--- config.mk ---
export PLATFORM = sky130hd
export DESIGN_NAME = pipelined_bitonic_merge
export DESIGN_NICKNAME = d
export VERILOG_FILES = /design/src/rtl/pipelined_bitonic_merge_pkg.sv /design/src/rtl/pipelined_bitonic_merge_stage.sv /design/src/rtl/pipelined_bitonic_merge.sv
export SDC_FILE = /design/constraint.sdc
export NUM_CORES = 1
export LEC_CHECK = 0
export CAP_MARGIN = 40
export CORE_UTILIZATION = 48
export CTS_CLUSTER_DIAMETER = 30
export CTS_CLUSTER_SIZE = 24
export DETAILED_ROUTE_END_ITERATION = 8
export PLACE_DENSITY = 0.77
export SLEW_MARGIN = 10
export SYNTH_ARGS = -nofsm -noshare
export SYNTH_HDL_FRONTEND = slang
export SYNTH_SLANG_ARGS = --single-unit
--- constraint.sdc ---
create_clock -name clk -period 1.85 [get_ports clk]
set_input_delay 0.37 -clock clk [delete_from_list [all_inputs] [get_ports clk]]
set_output_delay 0.37 -clock clk [all_outputs]
set_load 0.01 [all_outputs]
--- src/rtl/pipelined_bitonic_merge_pkg.sv ---
// Shared widths, key/index types and the compare-exchange primitive for the bitonic merger.
package pipelined_bitonic_merge_pkg;
    localparam int NETWORK_WIDTH = 8;
    localparam int INDEX_WIDTH   = 4;

    typedef logic [NETWORK_WIDTH-1:0] key_t;
    typedef logic [INDEX_WIDTH-1:0]   idx_t;

    typedef struct packed {
        key_t key;
        idx_t idx;
    } entry_t;

    typedef struct packed {
        entry_t first;
        entry_t second;
    } pair_t;

    // first goes to the lower lane; equal keys keep their order
    function automatic pair_t cmp_swap(input logic dir, input entry_t a, input entry_t b);
        pair_t p;
        if (dir ? (a.key > b.key) : (a.key < b.key)) begin
            p.first  = b;
            p.second = a;
        end else begin
            p.first  = a;
            p.second = b;
        end
        return p;
    endfunction
endpackage

--- src/rtl/pipelined_bitonic_merge_stage.sv ---
// One register rank of the merger: compare-exchange at distance DIST, then enabled flops.
module merge_compare_stage
    import pipelined_bitonic_merge_pkg::*;
#(
    parameter int SIZE = 4,
    parameter int DIST = 2
) (
    input  logic                  clk,
    input  logic                  rst,
    input  logic                  en,
    input  logic                  prev_valid,
    input  logic                  prev_dir,
    input  key_t [SIZE-1:0]       prev_data,
    input  idx_t [SIZE-1:0]       prev_index,
    output logic                  valid,
    output logic                  dir,
    output key_t [SIZE-1:0]       data,
    output idx_t [SIZE-1:0]       index
);
    key_t [SIZE-1:0] nxt_data;
    idx_t [SIZE-1:0] nxt_index;

    // Each lane evaluates its own pair so every lane output has exactly one driver.
    for (genvar i = 0; i < SIZE; i++) begin : g_lane
        localparam int J = i ^ DIST;
        pair_t  p;
        entry_t own, partner;
        assign own     = '{key: prev_data[i], idx: prev_index[i]};
        assign partner = '{key: prev_data[J], idx: prev_index[J]};
        if ((i & DIST) == 0) begin : g_low
            assign p            = cmp_swap(prev_dir, own, partner);
            assign nxt_data[i]  = p.first.key;
            assign nxt_index[i] = p.first.idx;
        end else begin : g_high
            assign p            = cmp_swap(prev_dir, partner, own);
            assign nxt_data[i]  = p.second.key;
            assign nxt_index[i] = p.second.idx;
        end
    end

    always_ff @(posedge clk) begin
        if (rst) begin
            valid <= 1'b0;
            dir   <= 1'b0;
            data  <= '0;
            index <= '0;
        end else if (en) begin
            valid <= prev_valid;
            dir   <= prev_dir;
            data  <= nxt_data;
            index <= nxt_index;
        end
    end
endmodule

--- src/rtl/pipelined_bitonic_merge.sv ---
// Registered bitonic merger: log2(SIZE) compare-exchange ranks with one global stall.
module pipelined_bitonic_merge
    import pipelined_bitonic_merge_pkg::*;
#(
    parameter  int SIZE   = 4,
    localparam int STAGES = $clog2(SIZE),
    localparam int OCC_W  = $clog2(STAGES + 1)
) (
    input  logic                                clk,
    input  logic                                rst,
    input  logic                                in_valid,
    output logic                                in_ready,
    input  logic                                in_dir,
    input  logic [SIZE-1:0][NETWORK_WIDTH-1:0]  data_in,
    input  logic [SIZE-1:0][INDEX_WIDTH-1:0]    index_in,
    output logic                                out_valid,
    input  logic                                out_ready,
    output logic                                out_dir,
    output logic [SIZE-1:0][NETWORK_WIDTH-1:0]  data_out,
    output logic [SIZE-1:0][INDEX_WIDTH-1:0]    index_out,
    output logic [OCC_W-1:0]                    occupancy
);
    logic [STAGES:0]                  vld_pipe;
    logic [STAGES:0]                  dir_pipe;
    key_t [STAGES:0][SIZE-1:0]        key_pipe;
    idx_t [STAGES:0][SIZE-1:0]        idx_pipe;
    logic                             advance;

    // The whole pipe moves together; a stalled output freezes every rank.
    assign advance  = !out_valid || out_ready;
    assign in_ready = advance;

    assign vld_pipe[0] = in_valid;
    assign dir_pipe[0] = in_dir;
    assign key_pipe[0] = data_in;
    assign idx_pipe[0] = index_in;

    for (genvar s = 0; s < STAGES; s++) begin : g_stage
        merge_compare_stage #(
            .SIZE (SIZE),
            .DIST (SIZE >> (s + 1))
        ) u_stage (
            .clk        (clk),
            .rst        (rst),
            .en         (advance),
            .prev_valid (vld_pipe[s]),
            .prev_dir   (dir_pipe[s]),
            .prev_data  (key_pipe[s]),
            .prev_index (idx_pipe[s]),
            .valid      (vld_pipe[s+1]),
            .dir        (dir_pipe[s+1]),
            .data       (key_pipe[s+1]),
            .index      (idx_pipe[s+1])
        );
    end

    assign out_valid = vld_pipe[STAGES];
    assign out_dir   = dir_pipe[STAGES];
    assign data_out  = key_pipe[STAGES];
    assign index_out = idx_pipe[STAGES];

    always_comb begin
        occupancy = '0;
        for (int s = 1; s <= STAGES; s++)
            occupancy = occupancy + OCC_W'(vld_pipe[s]);
    end
endmodule

==> results of run 1 <==
-- stage by stage --
| step | setup WS [ns] | area (sq um) |
|---|---|---|
| after floorplan | 0.00109 | 5890 |
| after global placement | -0.575 | 7500 |
| after detailed placement | -0.638 | 7500 |
| after CTS | 0.00219 | 8330 |
| after global routing | -0.243 | 8650 |
| final | -0.138 | 8650 |
-- critical path, cell delays in order (launching register included) --
cell and delay [ns]:
dfxtp_2 0.36, inv_2 0.06, ha_4 0.29, nand4_1 0.16, o211ai_1 0.30, o211a_4 0.35
buf_12 0.17, mux2i_2 0.21
-- flip-flops by register name (all words and copies together), names as in the netlist --
register	count
g_stage.u_stage.index	32
g_stage.u_stage.dir	2
g_stage.u_stage.data	64
g_stage.u_stage.valid	2
-- timing repair --
action,4_1_cts,5_1_grt
resized for setup,114,75
cloned,8,1
setup endpoints to repair,97,87
setup buffers,8,8
pin swaps,36,34
-- worst max path at each step --
stage	startpoint	endpoint	slack, ns	depth (start not counted)
final	g_stage[0].u_stage.data[15]	g_stage[1].u_stage.data[4]	-0.14	7
after global routing	g_stage[0].u_stage.data[11]	g_stage[1].u_stage.data[13]	-0.24	7
after CTS	g_stage[1].u_stage.valid	occupancy[0]	0.002	2
after detailed placement	data_in[25]	g_stage[0].u_stage.data[8]	-0.64	9
after global placement	data_in[25]	g_stage[0].u_stage.index[6]	-0.58	9
after floorplan	data_in[25]	g_stage[0].u_stage.data[10]	0.001	9
-- power by group --
group | internal (mW) | switching [mW] | total (mW)
clock | 1.08 | 0.877 | 1.96
sequential | 2.49 | 0.242 | 2.73
combinational | 1.67 | 1.38 | 3.05
-- area by class of cell --
class,instances,area share [%]
Sequential cell,100,23.4
Inverter,35,1.55
Clock buffer,10,2.76
Multi-Input combinational cell,567,45.3
Tap cell,147,2.13
Timing Repair Buffer,200,24.2
Clock inverter,6,0.737
-- cell usage after synthesis --
cell,instances
a211o_1,4
nand4_1,7
buf_2,12
dfxtp_1,100
nand4_2,1
nand2b_4,1
inv_1,34
o21ai_0,192
clkbuf_1,33
ha_1,33
nor2_1,162
buf_6,7
o211ai_1,8
inv_2,1
o211a_1,3
o21ai_1,4
buf_1,2
buf_12,2
a41oi_1,1
nor2b_1,5
o311a_1,1
nand2b_1,1
nand2_1,12
or2_0,2
a21oi_1,34
mux2i_1,96
-- metal layers --
metal | track usage [%] | vias to the layer above | routed length [um]
li1 | - | 2938 | -
met1 | 34.9 | 2931 | 7870
met2 | 47.9 | 325 | 9400
met3 | 5.89 | 73 | 1520
met4 | 13.2 | 0 | 890
met5 | 0 | - | 0
-- cell usage in the layout (no fill, tap or decap), types with 3 or more instances in the layout --
cell type and n:
o21ai_0 192, nor2_1 162, mux2i_1 93, dfxtp_1 82, clkdlybuf4s50_1 70, buf_4 69
a21oi_1 26, ha_4 26, inv_2 19, dfxtp_2 18, inv_1 15, buf_12 14
nand2_1 12, clkbuf_16 10, o211ai_1 8, dlygate4sd2_1 8, clkdlybuf4s15_1 8, nand4_1 7
ha_1 7, buf_16 7, a21oi_2 6, clkbuf_2 6, clkdlybuf4s15_2 6, a211o_1 4
buf_2 4, nor2b_1 3, o21ai_2 3, o211a_4 3, buf_6 3
-- cell families after synthesis --
group	share of synthesized area, %
AOI/OAI and AO/OA	22.0
adders and majority gates	7.02
buffers and inverters	7.50
DFF	34.0
muxes	16.3
and+or+nand+nor	13.1
==> flow_summary.json, run 1 <==
{
  "synth-seq-cells": 100,
  "holdPathEnd": "g_stage[0].u_stage.data[25]",
  "drtIter0Drc": 590,
  "setup_viol": 48,
  "period_needed_ns": 1.99,
  "powerDensity_nw_per_um2": 895,
  "drc_errors": 1,
  "area.sequential_sq_um": 2020,
  "die_h_um": 113,
  "hpwl_um": 11100,
  "io_pins": 106,
  "final_cells": 1065,
  "clock.fmax_ghz": 0.503,
  "cts_hold_buf": 0,
  "grt_max_degree": 101,
  "hold_start": "data_in[9]",
  "critPathMaxFanout": 7,
  "drive_gt1_share_pct": 23.6,
  "timing.rr.end": "g_stage[1].u_stage.data[4]",
  "critPathRequiredTime_ns": 2.12,
  "dr.pass1.iters": 7,
  "worst_slack_ns": -0.138,
  "hp-class": "in2reg",
  "netlist.area_leader.share_pct": 34.0,
  "yosys_warnings": 0,
  "area_growth_pct": 47.0,
  "grt_usage_pct": 28.4,
  "cts.sinks": 100,
  "finalPower_mw": 7.74,
  "avgRoutedWirePerCell_um": 18.5,
  "fin_hold_ws_ns": 0.344,
  "drt-vias-per-instance": 5.88,
  "vias": 6267,
  "whs_path_depth": 3,
  "synth_area_leaders": "dfxtp_1 (34%), mux2i_1 (16%), o21ai_0 (16%), nor2_1 (10%), ha_1 (7.0%)",
  "status": "complete, but fails checks",
  "htree_levels": 3,
  "clockBufferDepth": 2,
  "relSlewSlack_pct": 70.2,
  "die_w_um": 113,
  "slew_violations": 0,
  "synth_cells": 758,
  "place_congestion": 0.869,
  "final_net_count": 999,
  "antenna_found_initial": 0,
  "multi_input_area_sq_um": 3920,
  "cts_root_buf": "clkbuf_16",
  "clock_skew_ns": 0.0104,
  "cts_tree": "yes",
  "grt_pass1_vias": 5741,
  "cts_made_buffers": 9,
  "antenna_left": 0,
  "cp.arrival_ns": 2.26,
  "r2r_setup_slack_ns": -0.14,
  "clk_pin_slew_ns": 0.07,
  "diodes": 0,
  "finalSetupTns_ns": -2.71,
  "rsz0062_at_grt": "yes",
  "grt_overflow": 0,
  "critPathCaptureType": "register",
  "n_fill_cell": 781,
  "reg2reg_from": "g_stage[0].u_stage.data[15]",
  "yosys.area.top_type": "dfxtp_1",
  "die_area_sq_um": 12700,
  "final_util_pct": 72.4,
  "worstRegToRegCells": 7,
  "syn_area_per_cell_sq_um": 7.76,
  "start_util_pct": 49.2,
  "wl_um": 19700,
  "vdd_drop_max_v": 0.000435,
  "placementRows": 40,
  "path_class": "reg2reg",
  "syn_nets": 844,
  "start_kind": "register",
  "cap_violations": 0,
  "p_leak_nw": 3.74,
  "clkLatencyLatePin_ns": 0.35,
  "hold_viol": 0,
  "coreArea_sq_um": 12000,
  "grt_pass1_wl_um": 28200,
  "io_buffers": 105,
  "netlist_area_sq_um": 5890,
  "ys_types": 26,
  "fin_crit_sh_pct": 107,
  "dp_cells": 1025,
  "worst_slew_pin_slew_ns": 0.447,
  "seq_area_frac_synth_pct": 34.0,
  "violations": "DRC, setup timing"
}
No activity file was read; power rests on OpenSTA's default activity.
==> run 2, diff against run 1 <==
- MAX_ROUTING_LAYER: not set -> met4
==> flow_summary.json, run 2 (synthesis gave the netlist of run 1 again) <==
{
  "die_h_um": 113,
  "finalSetupTns_ns": -2.92,
  "dp_cells": 1025,
  "p_leak_nw": 3.74,
  "hp-class": "in2reg",
  "drt-met1-wl_um": 7980,
  "clockBufferDepth": 2,
  "placementRows": 40,
  "hpwl_um": 11100,
  "worst_slack_ns": -0.144,
  "final_cell_mix": "o21ai_0 (192), nor2_1 (162), mux2i_1 (93)",
  "grt_usage_pct": 29.3,
  "drt-vias-per-instance": 5.87,
  "vias": 6250,
  "htree_levels": 3,
  "wl_met3_um": 1420,
  "n_fill_cell": 783,
  "hold_viol": 0,
  "avgRoutedWirePerCell_um": 18.5,
  "clock_skew_ns": 0.0103,
  "grt_max_degree": 101,
  "drive_gt1_share_pct": 24.0,
  "grt_pass1_wl_um": 28200,
  "place_congestion": 0.884,
  "critPathCaptureType": "register",
  "antenna_found_initial": 0,
  "drc_errors": 1,
  "fin_crit_sh_pct": 108,
  "path_class": "reg2reg",
  "vdd_drop_max_v": 0.000440,
  "die_area_sq_um": 12700,
  "critPathMaxFanout": 7,
  "io_pins": 106,
  "cts_tree": "yes",
  "period_needed_ns": 1.99,
  "critPathRequiredTime_ns": 2.12,
  "largest_register_ffs": 64,
  "grt_pass1_vias": 5746,
  "wl_um": 19700,
  "rsz0062_at_grt": "yes",
  "area_growth_pct": 46.8,
  "cts_root_buf": "clkbuf_16",
  "coreArea_sq_um": 12000,
  "cts_hold_buf": 0,
  "final_net_count": 999,
  "worst_slew_pin_slew_ns": 0.464,
  "diodes": 0,
  "die_w_um": 113,
  "slew_violations": 0,
  "final_cells": 1065,
  "clk_pin_slew_ns": 0.07,
  "start_util_pct": 49.2,
  "setup_viol": 48,
  "area.sequential_sq_um": 2020,
  "drtIter0Drc": 579,
  "violations": "DRC, setup timing",
  "top_regs": "g_stage.u_stage.data: 64 flops, g_stage.u_stage.index: 32 flops",
  "cp.arrival_ns": 2.27,
  "clkLatencyLatePin_ns": 0.36,
  "dr.pass1.iters": 7,
  "clock.fmax_ghz": 0.501,
  "regMostFlops": "g_stage.u_stage.data",
  "wl_met2_um": 9560,
  "status": "complete, but fails checks",
  "io_buffers": 105,
  "antenna_left": 0,
  "cap_violations": 0,
  "grt_overflow": 0,
  "final_common_cell": "o21ai_0",
  "relSlewSlack_pct": 69.1,
  "powerDensity_nw_per_um2": 897,
  "highest_layer": "met4",
  "start_kind": "register",
  "multi_input_area_sq_um": 3920,
  "cts_made_buffers": 9,
  "cts.sinks": 100
}
-- run 2: area by class of cell --
cell class / instances / share of cell area [%]
sequential: 100 / 23.4
clock inverter: 6 / 0.738
timing repair buffer: 200 / 24.1
clock buffer: 10 / 2.77
tap: 147 / 2.13
multi-input combinational: 567 / 45.3
inverter: 35 / 1.55
-- run 2: worst max-delay path, stage by stage (launching register included) --
cell and delay, ns:
dfxtp_2 0.36, inv_2 0.06, ha_4 0.29, nand4_1 0.16, o211ai_1 0.30, o211a_4 0.35
buf_12 0.17, mux2i_2 0.21
-- run 2: power by group --
| part | internal, mW | switching (mW) | leakage, nW |
|---|---|---|---|
| registers | 2.49 | 0.243 | 0.833 |
| clock network | 1.08 | 0.887 | 0.144 |
| logic | 1.67 | 1.39 | 2.76 |
-- run 2: what timing repair did --
item	in CTS	in global routing
pin swaps	36	34
hold endpoints to repair	0	0
buffers inserted	8	8
resized for setup	114	79
cloned	8	1
endpoints found under the setup margin	97	87
-- run 2: through the flow --
step	utilization, %	hold slack [ns]	worst slack (ns)	power [mW]	instance area [sq um]
after floorplan	-	0.449	0.00109	4.01	5890
after global placement	62.7	0.440	-0.575	4.98	7500
after detailed placement	62.7	0.453	-0.638	5.03	7500
after CTS	69.6	0.330	0.00219	7.37	8330
after global routing	72.2	0.349	-0.243	8.04	8640
final	72.2	0.340	-0.144	7.75	8640
-- run 2: worst paths after layout --
check,startpoint,endpoint,slack (ns),cells after the start
min,data_in[9],g_stage[0].u_stage.data[25],0.34,3
max reg2reg,g_stage[0].u_stage.data[15],g_stage[1].u_stage.data[4],-0.14,7
min reg2reg,g_stage[1].u_stage.dir,g_stage[1].u_stage.dir,0.46,2
max,g_stage[0].u_stage.data[15],g_stage[1].u_stage.data[4],-0.14,7
-- run 2: per-layer routing --
layer | vias to the layer above | GRT usage, %
met5 | - | -
met4 | 0 | 13.2
met3 | 72 | 5.73
met2 | 318 | 47.8
met1 | 2917 | 35.0
li1 | 2943 | -
